$ cat config.mk
export PLATFORM = sky130hd
export DESIGN_NAME = image_decimator
export DESIGN_NICKNAME = d
export VERILOG_FILES = /design/src/rtl/image_decimator.sv
export SDC_FILE = /design/constraint.sdc
export NUM_CORES = 1
export LEC_CHECK = 0
export BUFFER_PORTS_ARGS = -buffer_cell sky130_fd_sc_hd__buf_2
export CAP_MARGIN = 5
export CORE_MARGIN = 5
export CORE_UTILIZATION = 59
export DETAILED_ROUTE_END_ITERATION = 6
export PLACE_DENSITY = 0.9
export SYNTH_ARGS = -nofsm -noshare
export SYNTH_HDL_FRONTEND = slang
export SYNTH_SLANG_ARGS = --single-unit
$ cat constraint.sdc
create_clock -name iclk -period 4 [get_ports iclk]
set_clock_uncertainty 0.05 [all_clocks]
set_input_delay 0.4 -clock iclk [delete_from_list [all_inputs] [get_ports iclk]]
set_output_delay 0.4 -clock iclk [all_outputs]
set_load 0.01 [all_outputs]
$ cat src/rtl/image_decimator.sv
`default_nettype none
// ============================================================================
// Module   : image_decimator
// Brief    : Raster downscaler, 2^X_SHIFT horizontal (pick or box-average)
//            by 2^Y_SHIFT vertical (row keep) with line/frame markers.
// Revision : 1.0
// ============================================================================
module image_decimator #(
    parameter int IMG_WIDTH  = 640,
    parameter int IMG_HEIGHT = 480,
    parameter int DATA_W     = 10,
    parameter int CH         = 3,
    parameter int X_SHIFT    = 1,
    parameter int Y_SHIFT    = 1
) (
    input  logic                 iclk,
    input  logic                 irst,
    input  logic                 iDVAL,
    input  logic                 iSOF,
    input  logic [CH*DATA_W-1:0] iData,
    input  logic                 iAvg,
    output logic                 oDVAL,
    output logic [CH*DATA_W-1:0] oData,
    output logic                 oEOL,
    output logic                 oEOF
);

    localparam int c_XW = (IMG_WIDTH  > 1) ? $clog2(IMG_WIDTH)  : 1;
    localparam int c_YW = (IMG_HEIGHT > 1) ? $clog2(IMG_HEIGHT) : 1;
    localparam int c_AW = DATA_W + X_SHIFT;

    localparam logic [c_XW-1:0] c_X_MASK = c_XW'((1 << X_SHIFT) - 1);
    localparam logic [c_XW-1:0] c_X_LAST = c_XW'(IMG_WIDTH - 1);
    localparam logic [c_XW-1:0] c_X_EOL  = c_XW'(IMG_WIDTH - (1 << X_SHIFT));
    localparam logic [c_YW-1:0] c_Y_MASK = c_YW'((1 << Y_SHIFT) - 1);
    localparam logic [c_YW-1:0] c_Y_LAST = c_YW'(IMG_HEIGHT - 1);
    localparam logic [c_YW-1:0] c_Y_EOF  = c_YW'(IMG_HEIGHT - (1 << Y_SHIFT));

    generate
        if ((IMG_WIDTH % (1 << X_SHIFT)) != 0) begin : g_bad_width
            $error("image_decimator: IMG_WIDTH not a multiple of 2**X_SHIFT");
        end
        if ((IMG_HEIGHT % (1 << Y_SHIFT)) != 0) begin : g_bad_height
            $error("image_decimator: IMG_HEIGHT not a multiple of 2**Y_SHIFT");
        end
    endgenerate

    logic [c_XW-1:0]      r_x_cnt;
    logic [c_YW-1:0]      r_y_cnt;
    logic                 r_mode;

    logic [c_XW-1:0]      w_x;
    logic [c_YW-1:0]      w_y;
    logic                 w_origin;
    logic                 w_mode;
    logic                 w_keep;
    logic                 w_first;
    logic                 w_last;
    logic                 w_emit;
    logic                 w_eol;
    logic                 w_eof;
    logic [CH*DATA_W-1:0] w_avg;
    logic [CH*DATA_W-1:0] w_out;

    // A start-of-frame pixel overrides the counters and is treated as x=0,y=0.
    assign w_x      = iSOF ? '0 : r_x_cnt;
    assign w_y      = iSOF ? '0 : r_y_cnt;
    assign w_origin = (w_x == '0) && (w_y == '0);
    assign w_mode   = w_origin ? iAvg : r_mode;
    assign w_keep   = (w_y & c_Y_MASK) == '0;
    assign w_first  = (w_x & c_X_MASK) == '0;
    assign w_last   = (w_x & c_X_MASK) == c_X_MASK;
    assign w_emit   = iDVAL && w_keep && (w_mode ? w_last : w_first);
    assign w_eol    = w_x >= c_X_EOL;
    assign w_eof    = w_eol && (w_y == c_Y_EOF);
    assign w_out    = w_mode ? w_avg : iData;

    generate
        for (genvar c = 0; c < CH; c++) begin : g_ch
            logic [DATA_W-1:0] w_pix;
            logic [c_AW-1:0]   w_sum;
            logic [c_AW-1:0]   r_acc;

            assign w_pix = iData[c*DATA_W +: DATA_W];
            // The first pixel of a group restarts the sum, which also discards
            // any partial group cut short by a start-of-frame.
            assign w_sum = w_first ? c_AW'(w_pix) : r_acc + c_AW'(w_pix);
            assign w_avg[c*DATA_W +: DATA_W] = w_sum[X_SHIFT +: DATA_W];

            always_ff @(posedge iclk) begin
                if (irst) begin
                    r_acc <= '0;
                end else if (iDVAL && w_keep) begin
                    r_acc <= w_sum;
                end
            end
        end
    endgenerate

    always_ff @(posedge iclk) begin
        if (irst) begin
            r_x_cnt <= '0;
            r_y_cnt <= '0;
            r_mode  <= 1'b0;
        end else if (iDVAL) begin
            r_mode <= w_mode;
            if (w_x == c_X_LAST) begin
                r_x_cnt <= '0;
                r_y_cnt <= (w_y == c_Y_LAST) ? '0 : w_y + 1'b1;
            end else begin
                r_x_cnt <= w_x + 1'b1;
                r_y_cnt <= w_y;
            end
        end
    end

    always_ff @(posedge iclk) begin
        if (irst) begin
            oDVAL <= 1'b0;
            oEOL  <= 1'b0;
            oEOF  <= 1'b0;
            oData <= '0;
        end else begin
            oDVAL <= w_emit;
            oEOL  <= w_emit && w_eol;
            oEOF  <= w_emit && w_eof;
            if (w_emit) begin
                oData <= w_out;
            end
        end
    end

endmodule
`default_nettype wire
==> results.md <==
- Status: finished, final reports clean
- Die X: ~110 um
- Most frequent cell after synthesis: dfxtp_1
- First-pass GRT wire length: about 26 mm
- Core footprint: 9280 um^2
- Worst-path clk slew: 90 ps
- CP Data Arrival Time: approximately 3100 ps
- PortBufs: 67
- NetSw: 0.676 mW
- Post-detailed-placement half-perimeter wirelength: 10.9 mm
- Min-delay worst type: input pin to flip-flop
- Vias in the first global route: about 5500
- Antenna cells: 0
- Post-CTS Setup Bufs: 0
- Post-synth top area share: 0.306
- Critical setup path kind: input pin to flip-flop
- Tot Pwr: just over 2 mW
- H-tree depth: 3
- Total Routed Length: about 16 mm
- Pwr Density: around 330 nW/um^2
- CTS tree: yes
- I/O Pins: 68
- Final hold vios: 0
- Inserted Clock Buffers: 9
- Leakage: approximately 2.6 nW
- Initial Utilization: 0.606
- Sequential-to-total area share from yosys stat: 0.306
- Logic pwr share: 0.259
- Clk Latency, worst-skew pair: 370 ps
- Clock share of power: 0.284
- Detail Route Antenna Nets: 0
- Max Cap Viol: 0
- Drt wl/cell: 18.5 um
- Sink Count: 86
- Number of synthesis warnings: 0
- Relative slew slack: 0.441
- EDFF count, synth: 0
- Internal: between 1 and 1.5 mW
- Gpl congestion: 0.968
- Number of setup violations in the final report: 0
- Syn_nets: about 750
- Filler instances: 768
- Sequential power share: 0.456
- Yosys reg bits: 86
- Vias per std cell: 6.68
- Switching share of power: 0.330
- Peak Freq: about 340 MHz
- RSZ-0062 raised after global routing: no
- Crit-path slowest cell: nor2_1
- Initial DRC count: between 500 and 600
- Hold buffer count at cts: 0
- Top cells by area, synth: dfxtp_1 (31%), ha_1 (8.0%), a21oi_1 (4.4%)
- Largest net degree at the start of global routing: 49
- Slew Limit Fails: 0
- Crit-path max cell delay: about 710 ps
- Synth Flop Type: dfxtp_1
- DR DRC count: 0
- Die area: between 10000 and 15000 um^2
- Post-cts resize count: 0
- Deepest clock path buffer count: 2
- Share of cells above drive strength 1: 0.149
- Worst Tran Pin Value: about 840 ps
- Distinct cell type count after synthesis: 70
- Row Count: 35
- CP Capture Type: flip-flop
- Synth area leader: dfxtp_1
- VDD IR max: 0.000204 V
- Worst Path Max Fanout: 17
- Post-layout nets: approximately 800
- Critical path, cell by cell: buf_2 > inv_1 > nand2_1 > ha_1 > and4bb_4 > nand2_2 > o211a_1 > nor2_1 > or3_1 > o211ai_1
- First drt pass iteration count: 7
- Post-synth top cells: dfxtp_1 (86), nand2_1 (53), a21oi_1 (49), nor2_1 (49), o21ai_0 (44)
- CP Data Required Time: roughly 4200 ps
- Syn Std Cell Area: ~5600 um^2
- Area grow syn2layout: 9.90%
- All-Layer GR Usage: 0.275
- Setup TNS: 0 ps
- Asr flop ratio synth: 0
- Die Y: ~110 um
- GR Overflow Total: 0
- Cells after synthesis: 680
- Mean Syn Cell Area: slightly above 8 um^2
- Fin crit period: around 3000 ps
- Vias: about 5800
- Initial antenna violation count: 0
- Clk Tree Root Cell: clkbuf_8
- Startpoint Class: input pin
- Final period utilization: 0.731
## area by class of cell
cell class	instances	area, um^2	share of cell area
Timing Repair Buffer	75	395	0.0640
Clock buffer	11	151	0.0245
Tap cell	129	161	0.0261
Inverter	24	90.1	0.0146
Clock inverter	5	33.8	0.00546
Sequential cell	86	1720	0.278
Multi-Input combinational cell	531	3630	0.587
## final timing paths
kind | start | end | slack (ps) | depth (start not counted)
hold reg to reg | oData[14] | oData[14] | 420 | 1
hold / removal | iData[13] | g_ch[1].r_acc[3] | 270 | 3
setup reg to reg | r_y_cnt[0] | oData[8] | 1290 | 8
setup / recovery | iSOF | oData[8] | 1080 | 10
## sequential cells by signal, summed over array words and instances (netlist names)
| signal | flops |
|---|---|
| oDVAL | 1 |
| r_y_cnt | 9 |
| r_mode | 1 |
| oEOL | 1 |
| r_x_cnt | 10 |
| g_ch.r_acc | 33 |
| oEOF | 1 |
| oData | 30 |
## critical path: cells and delay by family
kind                     cells  cell delay (ps)
AO/OA/AOI/OAI                2              490
adder cells (fa/ha/maj)      1              200
buffers and inverters        2              520
AND/OR/NAND/NOR              5             1490
## per-layer routing
layer / vias to the layer above / wire length, um / share of wire / GRT usage
met2: 340 / 7440 / 0.47 / 0.441
met5: - / 0 / 0 / 0
met4: 0 / 449 / 0.028 / 0.111
met3: 50 / 1490 / 0.093 / 0.0516
li1: 2692 / - / - / -
met1: 2673 / 6550 / 0.41 / 0.363
## stage by stage
step | hold slack, ps | area, um^2 | setup slack, ps | cells | utilization
5_1_grt | 283 | 6180 | 803 | 861 | 0.666
3_5_place_dp | 392 | 6000 | 798 | 845 | 0.646
3_3_place_gp | 389 | 6000 | 915 | 845 | 0.646
6_report | 275 | 6180 | 1080 | 861 | 0.666
2_1_floorplan | 412 | 5630 | 1050 | 680 | -
4_1_cts | 266 | 6180 | 1140 | 861 | 0.666
## power by group through the flow
stage / logic (mW) / clock network, mW / registers, mW
after global routing: 0.581 / 0.627 / 0.939
after global placement: 0.491 / 0 / 0.950
final: 0.530 / 0.583 / 0.935
after floorplan: 0.367 / 0 / 0.955
after detailed placement: 0.514 / 0 / 0.952
after CTS: 0.520 / 0.587 / 0.933
## cells in the final DEF (no fill, tap or decap), types with 5 or more instances in the layout
master     synthesis  routed
inv_1             23      23
nor3_1            18      18
o21bai_1           6       6
a21o_1             8       8
and3_1            13      13
buf_2              3      67
or3_1             11      11
nor4_1             8       8
o21ai_0           44      44
and2_1             7       7
o211a_1            5       5
nand2_1           53      53
nor2b_1            6       6
o2bb2ai_1         14      14
nand4_1            6       6
a22o_1             6       6
ha_1              36      36
a311oi_1          15      15
xnor2_1           12      12
clkbuf_8           0      11
a21oi_1           49      49
nor2_1            49      48
nand3_1           19      19
a31oi_1            8       8
dfxtp_1           86      86
buf_4              0       8
a22oi_1           15      15
o21a_1            15      15
a32oi_1            7       7
a32o_1             7       7
a211o_1            7       7
a211oi_1          15      15
## kinds of logic after synthesis
kind of cell	after synthesis	share of synthesized area
compound gates	251	0.317
flops	86	0.306
fa+ha+maj	39	0.0907
simple gates	225	0.211
mux	1	0.00178
xor+xnor	15	0.0234
buf+inv	63	0.0503
(Power assumes the default switching activity.)
